[src/rtl/lane_skid_pkg.sv]
`default_nettype none
// ============================================================================
// Module      : lane_skid_pkg
// Description : Shared types and the per-lane mode helper for lane_skid_pipe.
// Revision    : 1.0 - initial release
// ============================================================================
package lane_skid_pkg;

    // Widest lane the helper handles; narrower lanes are zero-extended.
    localparam int c_LANE_MAX_W = 64;

    typedef logic [c_LANE_MAX_W-1:0] lane_word_t;

    typedef enum logic [1:0] {
        PASS    = 2'd0,
        REVERSE = 2'd1,
        BCAST   = 2'd2,
        ZERO    = 2'd3
    } lane_mode_e;

    // Encoding equals the occupancy reported on out_count.
    typedef enum logic [1:0] {
        EMPTY = 2'd0,
        ONE   = 2'd1,
        TWO   = 2'd2
    } skid_state_e;

    function automatic lane_word_t apply_lane_mode(
        input lane_mode_e mode,
        input lane_word_t self_lane,
        input lane_word_t mirror_lane,
        input lane_word_t first_lane
    );
        case (mode)
            PASS:    return self_lane;
            REVERSE: return mirror_lane;
            BCAST:   return first_lane;
            default: return '0;
        endcase
    endfunction

endpackage
`default_nettype wire

[src/rtl/lane_mode_xform.sv]
`default_nettype none
// ============================================================================
// Module      : lane_mode_xform
// Description : Combinational lane transform (pass/reverse/broadcast/zero).
// Revision    : 1.0 - initial release
// ============================================================================
module lane_mode_xform
    import lane_skid_pkg::*;
#(
    parameter int N = 3,
    parameter int W = 8
) (
    input  lane_mode_e             mode,
    input  logic [0:N-1][W-1:0]    in_data,
    output logic [0:N-1][W-1:0]    out_data
);

    for (genvar i = 0; i < N; i++) begin : g_lane
        assign out_data[i] = W'(apply_lane_mode(mode,
                                                lane_word_t'(in_data[i]),
                                                lane_word_t'(in_data[N-1-i]),
                                                lane_word_t'(in_data[0])));
    end

endmodule
`default_nettype wire

[src/rtl/lane_skid_pipe.sv]
`default_nettype none
// ============================================================================
// Module      : lane_skid_pipe
// Description : N-lane registered stage with mode transform and 2-entry skid
//               buffer. Define LANE_SKID_PIPE_PARITY_EN to add out_par.
// Revision    : 1.0 - initial release
// ============================================================================
module lane_skid_pipe
    import lane_skid_pkg::*;
#(
    parameter int N = 3,
    parameter int W = 8
) (
    input  logic                   clk,
    input  logic                   rst,
    input  logic                   in_valid,
    input  logic [1:0]             in_mode,
    input  logic [0:N-1][W-1:0]    in_data,
    output logic                   in_ready,
    output logic                   out_valid,
    input  logic                   out_ready,
    output logic [W-1:0]           out_data [N],
`ifdef LANE_SKID_PIPE_PARITY_EN
    output logic [N-1:0]           out_par,
`endif
    output logic [1:0]             out_count
);

    skid_state_e            r_state;
    skid_state_e            w_state_d;
    logic [0:N-1][W-1:0]    r_main;
    logic [0:N-1][W-1:0]    r_skid;
    logic [0:N-1][W-1:0]    w_xf_data;
    logic [0:N-1][W-1:0]    w_main_d;
    logic                   w_in_xfer;
    logic                   w_out_xfer;
    logic                   w_load_main;
    logic                   w_load_skid;
    logic                   w_main_from_skid;

    lane_mode_xform #(
        .N (N),
        .W (W)
    ) u_xform (
        .mode     (lane_mode_e'(in_mode)),
        .in_data  (in_data),
        .out_data (w_xf_data)
    );

    // Ready depends only on registered state and reset, never on out_ready.
    assign in_ready   = (r_state != TWO) && !rst;
    assign out_valid  = (r_state != EMPTY);
    assign out_count  = r_state;
    assign w_in_xfer  = in_valid && in_ready;
    assign w_out_xfer = out_valid && out_ready;
    assign w_main_d   = w_main_from_skid ? r_skid : w_xf_data;

    always_ff @(posedge clk) begin
        if (rst) begin
            r_state <= EMPTY;
        end else begin
            r_state <= w_state_d;
        end
    end

    always_comb begin
        w_state_d        = r_state;
        w_load_main      = 1'b0;
        w_load_skid      = 1'b0;
        w_main_from_skid = 1'b0;
        case (r_state)
            EMPTY: begin
                if (w_in_xfer) begin
                    w_state_d   = ONE;
                    w_load_main = 1'b1;
                end
            end
            ONE: begin
                if (w_in_xfer && w_out_xfer) begin
                    w_load_main = 1'b1;
                end else if (w_in_xfer) begin
                    w_state_d   = TWO;
                    w_load_skid = 1'b1;
                end else if (w_out_xfer) begin
                    w_state_d = EMPTY;
                end
            end
            TWO: begin
                if (w_out_xfer) begin
                    w_state_d        = ONE;
                    w_load_main      = 1'b1;
                    w_main_from_skid = 1'b1;
                end
            end
            default: w_state_d = EMPTY;
        endcase
    end

    always_ff @(posedge clk) begin
        if (rst) begin
            r_main <= '0;
            r_skid <= '0;
        end else begin
            if (w_load_main) r_main <= w_main_d;
            if (w_load_skid) r_skid <= w_xf_data;
        end
    end

    for (genvar i = 0; i < N; i++) begin : g_out
        assign out_data[i] = r_main[i];
    end

`ifdef LANE_SKID_PIPE_PARITY_EN
    logic [N-1:0] r_par;
    logic [N-1:0] w_par_d;

    for (genvar i = 0; i < N; i++) begin : g_par
        assign w_par_d[i] = ^w_main_d[i];
    end

    always_ff @(posedge clk) begin
        if (rst) begin
            r_par <= '0;
        end else if (w_load_main) begin
            r_par <= w_par_d;
        end
    end

    assign out_par = r_par;
`endif

endmodule
`default_nettype wire

[config.mk]
export PLATFORM = sky130hd
export DESIGN_NAME = lane_skid_pipe
export DESIGN_NICKNAME = d
export VERILOG_FILES = /design/src/rtl/lane_skid_pkg.sv /design/src/rtl/lane_mode_xform.sv /design/src/rtl/lane_skid_pipe.sv
export SDC_FILE = /design/constraint.sdc
export NUM_CORES = 1
export LEC_CHECK = 0
export ABC_CLOCK_PERIOD_IN_PS = 1700
export CAP_MARGIN = 10
export CORE_MARGIN = 2
export CORE_UTILIZATION = 40
export CTS_CLUSTER_DIAMETER = 150
export DETAILED_ROUTE_END_ITERATION = 16
export PLACE_DENSITY = 0.66
export SYNTH_ARGS = -nofsm -noshare
export SYNTH_HDL_FRONTEND = slang
export SYNTH_SLANG_ARGS = --single-unit
[constraint.sdc]
create_clock -name clk -period 1.7 [get_ports clk]
set_input_delay 0.255 -clock clk [delete_from_list [all_inputs] [get_ports clk]]
set_output_delay 0.255 -clock clk [all_outputs]
set_load 0.1 [all_outputs]
==> summary.md, run 1 <==
| Metric | Value |
|---|---|
| Vias in the first global route | `2267` |
| RSZ-0062 raised after global routing | `yes` |
| R2R depth | `5` |
| Die Y | `81.5 µm` |
| Crit end category | `flip-flop` |
| Synthesis-to-layout area growth | `51.8%` |
| Num ports | `58` |
| Mapped Avg Cell Area | `8.15 µm²` |
| WL final | `6630 µm` |
| Std-Cell Rows | `28` |
| Seq/Total Area, Yosys | `41.6%` |
| Final period utilization | `between 90% and 100%` |
| Most frequent cells after synthesis | `52 x nor2_1, 50 x dfxtp_1, 39 x nand2_1` |
| Die area | `6650 µm²` |
| CP Depth | `7` |
| Fraction of layout cells with a size suffix above 1 | `24.3%` |
| Via Count | `2376` |
| Number of synthesized flops with an enable pin | `0` |
| Core area | `5850 µm²` |
| CTS tree | `built` |
| Fin cells | `around 440` |
| # clock sinks | `50` |
| Clock-pin transition on the worst setup and hold timing paths | `90 ps` |
| Global placement routability congestion | `0.975` |
| Routed Antenna Nets | `0` |
| Netlist Area Pre-Place | `2400 µm²` |
| Leading area contributor after synthesis | `dfxtp_1` |
| # Post-CTS Setup Buffers | `0` |
| First-pass GRT wire length | `10600 µm` |
| Clock Latency Late Sink | `310 ps` |
| Share of flip-flops with an asynchronous set or reset | `0%` |
| Main flop type after synthesis | `dfxtp_1` |
| Crit start category | `input port` |
| Nets | `about 400` |
| Max_slew headroom | `80.9%` |
| Final slew viol count | `0` |
| Starting density of the core | `41.1%` |
| Util after Layout | `62.4%` |
| Critical Path RT | `1890 ps` |
| Minimum clock period | `~1600 ps` |
| Pre-antenna DRT Iters | `5` |
| Drt drc | `0` |
| Worst Path Class, Setup | `input port to flip-flop` |
| Pwr per Cell Area | `just under 900 nW/µm²` |
| Worst Hold Class | `input port to flip-flop` |
| Final Hold Vio Count | `0` |
| Final worst slack | `76.0 ps` |
| Worst Max-Slew Pin Slew | `286 ps` |
| Die Width | `81.5 µm` |
| Skew final | `10.9 ps` |
| Yosys warnings | `0` |
| Final-layout fill cell count | `around 490` |
| Top cell type's share of synthesized area | `about two fifths` |
| GRT Total Usage | `20.6%` |
| Worst Hold Depth | `3` |
| Fmax | `616 MHz` |
| Critical path cell sequence | `clkdlybuf4s50_1 > inv_1 > ha_2 > or2_4 > a22oi_1 > a2bb2oi_1 > nor2_1` |
| Top cells by area, synth | `dfxtp_1 42%, nor2_1 8.1%, nand2_1 6.1%, a22oi_1 5.3%, a21oi_1 5.2%` |
| Total of max-cap violations | `0` |
| Status | `completed` |
| Pin count of the biggest net entering global routing | `29` |
| # setup viols final | `0` |
| Synth Register Bits | `50` |
| Antenna diodes | `0` |
| Post-Place Setup Slack | `-375 ps` |
| Post-Syn Nets | `329` |
| CTS max path bufs | `2` |
| Hold buffers post-CTS | `0` |
| CP top delay family | `buffers and inverters` |
| Starting DRT DRC Count | `190` |
| Initial antenna violation count | `0` |
| Root Buffer Master | `clkbuf_8` |
| Post-Synthesis Cells | `295` |
| Buffers & Inverters on Critical Path | `2` |
| Post-DP HPWL | `4780 µm` |
| Count leader, synth | `nor2_1` |
| Leakage dissipation | `1.49 nW` |
| CP max stage delay | `approximately 530 ps` |
| Worst Path Max Fanout | `8` |
| Vias/cell | `5.39` |
| Grt total ovfl | `0` |
| Critical-path top delay cell | `clkdlybuf4s50_1` |
| CP Data Arrival Time | `1820 ps` |
| CTS buffer count | `5` |
| VDD IR max | `507 µV` |
| IO Port Bufs | `57` |
| CTS H-tree depth | `2` |
| Placed cells | `433` |
| Distinct cells, synth | `33` |
| WL/cell | `15.0 µm` |
-- area by class of cell --
cell class	count	area [µm²]	share of cell area [%]
Multi-Input combinational cell	218	1310	35.9
Clock inverter	2	11.3	0.308
Inverter	3	11.3	0.308
Tap cell	75	93.8	2.57
Sequential cell	50	1010	27.6
Clock buffer	6	82.6	2.26
Timing Repair Buffer	87	1130	31.0
-- cells in the final DEF (no fill, tap or decap), types with 2 or more instances in the layout --
cell,n
a21oi_1,25
a22oi_1,14
a22oi_2,3
a2bb2oi_1,7
buf_12,33
buf_4,25
clkbuf_8,6
clkdlybuf4s50_1,28
dfxtp_1,48
ha_1,2
inv_1,3
nand2_1,39
nand2b_1,8
nor2_1,51
nor2b_1,2
nor3_1,3
nor4_1,9
o21a_1,8
o21bai_1,15
o22ai_1,8
o22ai_2,7
or3_1,2
-- flip-flops by register name, summed over array words and instances (netlist names) --
name / count
out_data: 24
r_skid: 24
out_count: 2
-- path summary, 6_finish.rpt --
kind                                   start    endpoint  slack (ps)
worst min register to register     r_skid[7]   r_skid[7]         460
worst max-delay path              in_mode[1]  r_skid[20]          80
worst max register to register  out_count[1]  r_skid[20]         210
worst min-delay path                     rst  r_skid[21]         430
-- what timing repair did --
action                     in CTS  in global routing
gates resized for setup         3                  5
setup endpoints to repair       4                 20
cloned                          0                  0
-- routing by layer --
layer  up-vias  GRT usage [%]  part of all wire [%]
li1       1164              -                     -
met1      1123           26.4                    44
met2        81           34.7                    47
met3         8           4.18                   7.5
met4         0           6.95                   1.6
met5         -              0                     0
-- where the power goes --
group,internal (mW),switching (mW),total (mW),leakage [nW]
registers,1.24,0.0722,1.31,0.411
clock network,0.329,0.406,0.735,0.0515
logic,0.480,0.716,1.20,1.03
total,2.05,1.19,3.24,1.49
-- cells by family after synthesis --
logic type | share of synthesized area, %
and+or+nand+nor | 22.9
adders and majority gates | 2.08
AOI/OAI and AO/OA | 27.3
buffers and inverters | 5.72
DFF | 41.6
muxes | 0.416
-- worst min-delay path, delay by kind of cell --
| family | cells | cell delay, ps |
|---|---|---|
| buffers and inverters | 2 | 330 |
| and+or+nand+nor | 1 | 120 |
-- per-stage QoR --
step	total power, mW	area [µm²]	hold slack [ps]	TNS [ps]
after floorplan	2.02	2420	327	0
after global placement	2.51	3520	442	-7850
after detailed placement	2.52	3520	446	-9430
after CTS	3.26	3620	427	-31.7
after global routing	3.36	3650	455	-62.6
final	3.24	3650	432	0
Note: power is estimated with default switching activity, not from simulation.
==> run 2: changes to the inputs <==
Settings changed: HOLD_SLACK_MARGIN from default to 0.12.
==> results of run 2 <==
The final DEF is identical to that of run 1; final timing and power are the same.
